### config.mk
export PLATFORM = sky130hd
export DESIGN_NAME = inst_queue
export DESIGN_NICKNAME = d
export VERILOG_FILES = /design/src/rtl/lagarto0_pkg.sv /design/src/rtl/iq_block_split.sv /design/src/rtl/inst_queue.sv
export SDC_FILE = /design/constraint.sdc
export NUM_CORES = 1
export LEC_CHECK = 0
export CORE_AREA = 10 10 249 251
export CTS_BUF_LIST = sky130_fd_sc_hd__clkbuf_4 sky130_fd_sc_hd__clkbuf_8
export CTS_CLUSTER_DIAMETER = 50
export DETAILED_ROUTE_END_ITERATION = 6
export DIE_AREA = 0 0 259 261
export PLACE_DENSITY = 0.69
export SLEW_MARGIN = 20
export SYNTH_ARGS = -nofsm -noshare
export SYNTH_HDL_FRONTEND = slang
export SYNTH_SLANG_ARGS = --single-unit
### constraint.sdc
create_clock -name clk_i -period 3.4 [get_ports clk_i]
set_clock_uncertainty 0.2 [all_clocks]
set_input_delay 1.02 -clock clk_i [delete_from_list [all_inputs] [get_ports clk_i]]
set_output_delay 1.02 -clock clk_i [all_outputs]
set_load 0.05 [all_outputs]
### src/rtl/lagarto0_pkg.sv
// Shared core types and sizes; this slice adds what the instruction queue needs.
`default_nettype none

package lagarto0_pkg;

  localparam int ADDR_SIZE = 40;
  localparam int ISA_SIZE  = 32;
  localparam int IQ_DEPTH  = 8;

  typedef struct packed {
    logic [ADDR_SIZE-1:0] pc;
    logic [ISA_SIZE-1:0]  inst;
  } iq_entry_t;

  // A block fetched at the upper word of an 8-byte line carries only one useful instruction.
  function automatic logic [1:0] iq_entries_for(input logic pc_bit2);
    return pc_bit2 ? 2'd1 : 2'd2;
  endfunction

endpackage

`default_nettype wire

### src/rtl/iq_block_split.sv
// Splits a 64-bit icache block into up to two {pc, inst} entries.
`default_nettype none

module iq_block_split #(
  parameter int ADDR_SIZE = lagarto0_pkg::ADDR_SIZE,
  parameter int ISA_SIZE  = lagarto0_pkg::ISA_SIZE
) (
  input  logic [2*ISA_SIZE-1:0] block_i,
  input  logic [ADDR_SIZE-1:0]  pc_i,
  output logic [1:0]            n_push_o,
  output logic [ADDR_SIZE-1:0]  pc0_o,
  output logic [ISA_SIZE-1:0]   inst0_o,
  output logic [ADDR_SIZE-1:0]  pc1_o,
  output logic [ISA_SIZE-1:0]   inst1_o
);
  import lagarto0_pkg::*;

  logic unused_pc_low;
  assign unused_pc_low = ^pc_i[1:0];

  always_comb begin
    n_push_o = iq_entries_for(pc_i[2]);
    pc1_o    = {pc_i[ADDR_SIZE-1:3], 3'b100};
    inst1_o  = block_i[2*ISA_SIZE-1:ISA_SIZE];
    if (pc_i[2]) begin
      pc0_o   = {pc_i[ADDR_SIZE-1:3], 3'b100};
      inst0_o = block_i[2*ISA_SIZE-1:ISA_SIZE];
    end else begin
      pc0_o   = {pc_i[ADDR_SIZE-1:3], 3'b000};
      inst0_o = block_i[ISA_SIZE-1:0];
    end
  end

endmodule

`default_nettype wire

### src/rtl/inst_queue.sv
// Circular FIFO of {pc, inst} entries between the icache and decode.
`default_nettype none

module inst_queue #(
  parameter int DEPTH     = lagarto0_pkg::IQ_DEPTH,
  parameter int ADDR_SIZE = lagarto0_pkg::ADDR_SIZE,
  parameter int ISA_SIZE  = lagarto0_pkg::ISA_SIZE,
  parameter int CNT_W     = $clog2(DEPTH) + 1
) (
  input  logic                 clk_i,
  input  logic                 rst_ni,
  input  logic                 flush_i,
  input  logic                 push_i,
  input  logic [2*ISA_SIZE-1:0] block_i,
  input  logic [ADDR_SIZE-1:0] pc_i,
  output logic                 full_o,
  input  logic                 pop_i,
  output logic                 valid_o,
  output logic [ISA_SIZE-1:0]  inst_o,
  output logic [ADDR_SIZE-1:0] pc_o,
  output logic                 empty_o,
  output logic [CNT_W-1:0]     count_o
);

  localparam int PTR_W = $clog2(DEPTH);

  logic [PTR_W-1:0]     head_q, head_d, tail_q, tail_d;
  logic [CNT_W-1:0]     count_q, count_d;
  logic [ADDR_SIZE-1:0] pc_mem_q   [DEPTH];
  logic [ADDR_SIZE-1:0] pc_mem_d   [DEPTH];
  logic [ISA_SIZE-1:0]  inst_mem_q [DEPTH];
  logic [ISA_SIZE-1:0]  inst_mem_d [DEPTH];

  logic [1:0]           n_push, n_acc;
  logic [ADDR_SIZE-1:0] pc0, pc1;
  logic [ISA_SIZE-1:0]  inst0, inst1;
  logic                 push_acc, pop_acc;
  logic [PTR_W-1:0]     tail_p1;

  iq_block_split #(
    .ADDR_SIZE (ADDR_SIZE),
    .ISA_SIZE  (ISA_SIZE)
  ) u_split (
    .block_i  (block_i),
    .pc_i     (pc_i),
    .n_push_o (n_push),
    .pc0_o    (pc0),
    .inst0_o  (inst0),
    .pc1_o    (pc1),
    .inst1_o  (inst1)
  );

  // Status comes only from the registered count, so no input-to-output path.
  assign full_o  = count_q > CNT_W'(DEPTH - 2);
  assign empty_o = (count_q == '0);
  assign valid_o = ~empty_o;
  assign count_o = count_q;
  assign inst_o  = inst_mem_q[head_q];
  assign pc_o    = pc_mem_q[head_q];

  assign push_acc = push_i & ~full_o & ~flush_i;
  assign pop_acc  = pop_i & valid_o & ~flush_i;
  assign n_acc    = push_acc ? n_push : 2'd0;
  assign tail_p1  = tail_q + PTR_W'(1);

  always_comb begin
    pc_mem_d   = pc_mem_q;
    inst_mem_d = inst_mem_q;
    head_d     = head_q;
    tail_d     = tail_q;
    count_d    = count_q;

    if (flush_i) begin
      head_d  = '0;
      tail_d  = '0;
      count_d = '0;
    end else begin
      if (n_acc != 2'd0) begin
        pc_mem_d[tail_q]   = pc0;
        inst_mem_d[tail_q] = inst0;
      end
      // Second word may land past the wrap point; tail_p1 wraps naturally.
      if (n_acc == 2'd2) begin
        pc_mem_d[tail_p1]   = pc1;
        inst_mem_d[tail_p1] = inst1;
      end
      tail_d  = tail_q + PTR_W'(n_acc);
      head_d  = head_q + PTR_W'(pop_acc);
      count_d = count_q + CNT_W'(n_acc) - CNT_W'(pop_acc);
    end
  end

  always_ff @(posedge clk_i or negedge rst_ni) begin
    if (!rst_ni) begin
      head_q  <= '0;
      tail_q  <= '0;
      count_q <= '0;
      for (int i = 0; i < DEPTH; i++) begin
        pc_mem_q[i]   <= '0;
        inst_mem_q[i] <= '0;
      end
    end else begin
      head_q     <= head_d;
      tail_q     <= tail_d;
      count_q    <= count_d;
      pc_mem_q   <= pc_mem_d;
      inst_mem_q <= inst_mem_d;
    end
  end

endmodule

`default_nettype wire

==> reports/metrics.yaml <==
grt_max_degree: 81
first_iter_violations: 1704
cts.sinks: 586
tritoncts: "done"
grt_pass1_vias: 20705
setup_tns_ps: -23420
post-route-period-util: 1.12
p_leak_nw: 14.6
synth_cell_types: 47
synthFlopType: "dfrtp_1"
max-clock-path-buffers: 3
portBuffers: 185
hpwlAfterDp_um: 47800
failed_checks: "setup timing"
drcViolationCount: 0
grt_use_total: 0.236
final-setup-viol-count: 72
antenna_found_initial: 5
syn-num-nets: 2098
postSynthAreaPerCell_um2: 14.2
clock.fmax_ghz: 0.263
ys_seq_area_frac: 0.521
status: "complete, but fails checks"
min_period_ps: 3800
floorplan.die.width_um: 259
start_util: 0.492
synthArstFlopShare: 1.00
ys_ff_latch: 586
die_area_mm2: 0.0676
synthTopCellsByArea: "dfrtp_1, mux2_2, mux4_2"
grt_pass1_wl_um: 124000
die_y_um: 261
drv_slew: 0
grt_overflow: 0
routed_wl_um: 79000
placedInstanceArea_mm2: 0.0318
relSlewSlack: 0.434
synth_top_area_cell: "dfrtp_1"
hold_viol_final: 0
wl_per_cell_um: 25.8
worstPathArrival_ps: 2580
clkLatencyLatePin_ps: 700
vias_per_cell: 6.21
nets: 2348
worstPathRequired_ps: 2180
rsz0062_at_grt: "true"
ctsHoldBuffers: 0
drive_above_1_share: 0.516
dp_cells: 2869
pre_cts_ws_ps: -270
max-cap-violations: 0
numCtsBuffers: 99
rows: 88
clock-root-buffer: "clkbuf_8"
design_area_mm2: 0.0345
synth_edf_count: 0
tightest_slew_ps: 826
cts_max_level: 3
ir_drop_mv: 0.744
synth_area_mm2: 0.0281
areaGrowthSynthToFinish_pct: 22.7
cp_max_fo: 8
setup_slack_ps: -402
route.vias.total: 19005
path_clk_slew_ps: 60
yosysTopAreaCellShare: 0.521
r2r_setup_slack_ps: 500
p_per_area_mw_per_mm2: 781
gp_congestion: 0.823
ios: 188
ant_nets: 0
dr.pass1.iters: 5
synth_cells: 1976
ys_warn_count: 0
path_class: "flip-flop to output port"
cp-end-kind: "output port"
coreArea_mm2: 0.0571
worstRegToRegCells: 9
layoutNonFillerInstCount: 3059
hold_path.class: "input pin to asynchronous set/reset pin"
worst_setup_path_start_kind: "flip-flop"
holdWs_ps: 161
cells in the mapped netlist, drive strengths merged, types with 2 or more instances:
library cell	instances
a21o	2
a21oi	3
a2bb2oi	2
a31oi	2
and2	6
buf	118
clkbuf	76
dfrtp	586
fa	2
ha	11
inv	15
mux2	368
mux2i	37
mux4	144
nand2	268
nand2b	2
nand3	5
nand4	2
nand4b	2
nor2	19
nor2b	16
nor3	3
nor3b	4
nor4	5
nor4b	4
o221a	256
xnor2	4
xor2	2
layout by cell type (no fill, tap or decap), drive strengths merged, types with 19 or more instances in the layout:
cell,synthesis,final
buf,118,231
clkbuf,76,150
clkdlybuf4s50,0,108
dfrtp,586,586
mux2,368,368
mux2i,37,37
mux4,144,144
nand2,268,268
nor2,19,19
o221a,256,256
report_power, final:
group / leakage, nW / internal (W) / switching, W / total, W
registers: 7.44 / 0.00910 / 0.00114 / 0.0102
clock network: 1.08 / 0.00362 / 0.00286 / 0.00648
logic: 6.03 / 0.00538 / 0.00483 / 0.0102
critical path, stage by stage, from the launching register on:
cell	delay (ps)
dfrtp_4	450
buf_12	150
buf_12	140
buf_16	150
mux4_2	520
mux2_4	310
buf_6	160
timing repair:
action | in CTS | in global routing
resized for setup | 110 | 10
setup buffers | 14 | 3
cloned | 5 | 1
endpoints found under the setup margin | 75 | 72
registers in the layout (all words and copies together), names as in the netlist:
| register | cells |
|---|---|
| pc_mem_q | 320 |
| inst_mem_q | 256 |
| count_o | 4 |
| head_q | 3 |
| tail_q | 3 |
routing by layer:
| metal | track usage | vias to the layer above | routed length [um] | share of wire |
|---|---|---|---|---|
| li1 | - | 8050 | - | - |
| met1 | 0.302 | 10044 | 32400 | 0.41 |
| met2 | 0.389 | 793 | 38700 | 0.49 |
| met3 | 0.0554 | 112 | 6220 | 0.079 |
| met4 | 0.0802 | 6 | 1700 | 0.021 |
| met5 | 0 | - | 47 | 0.00059 |
area by class of cell:
cell class                      instances  area, um2
Fill cell                            4314      22600
Sequential cell                       586      14700
Multi-Input combinational cell       1181      12800
Timing Repair Buffer                  343       4020
Clock buffer                          149       1860
Tap cell                              765        957
Clock inverter                         18        165
Inverter                               15       56.3
Antenna cell                            2       5.00
logic make-up after synthesis:
group | share of synthesized area
and+or+nand+nor | 0.0554
adders and majority gates | 0.00632
AOI/OAI and AO/OA | 0.106
DFF | 0.521
buffers and inverters | 0.0327
muxes | 0.276
xor gates and xnor gates | 0.00187
path summary, 6_finish.rpt:
kind,startpoint,end
hold / removal,rst_ni,inst_mem_q[238]
setup / recovery,head_q[0],pc_o[14]
setup reg to reg,count_o[3],pc_mem_q[229]
min in group clk_i,pc_mem_q[0],pc_mem_q[0]
hold reg to reg,pc_mem_q[0],pc_mem_q[0]
max in group asynchronous,rst_ni,pc_mem_q[139]
per-stage QoR:
stage	util	total power (W)
6_report	0.604	0.0269
5_1_grt	0.604	0.0282
4_1_cts	0.603	0.0271
3_5_place_dp	0.556	0.0198
3_3_place_gp	0.556	0.0195
2_1_floorplan	-	0.0169
Power figures use the tool's default switching activity.
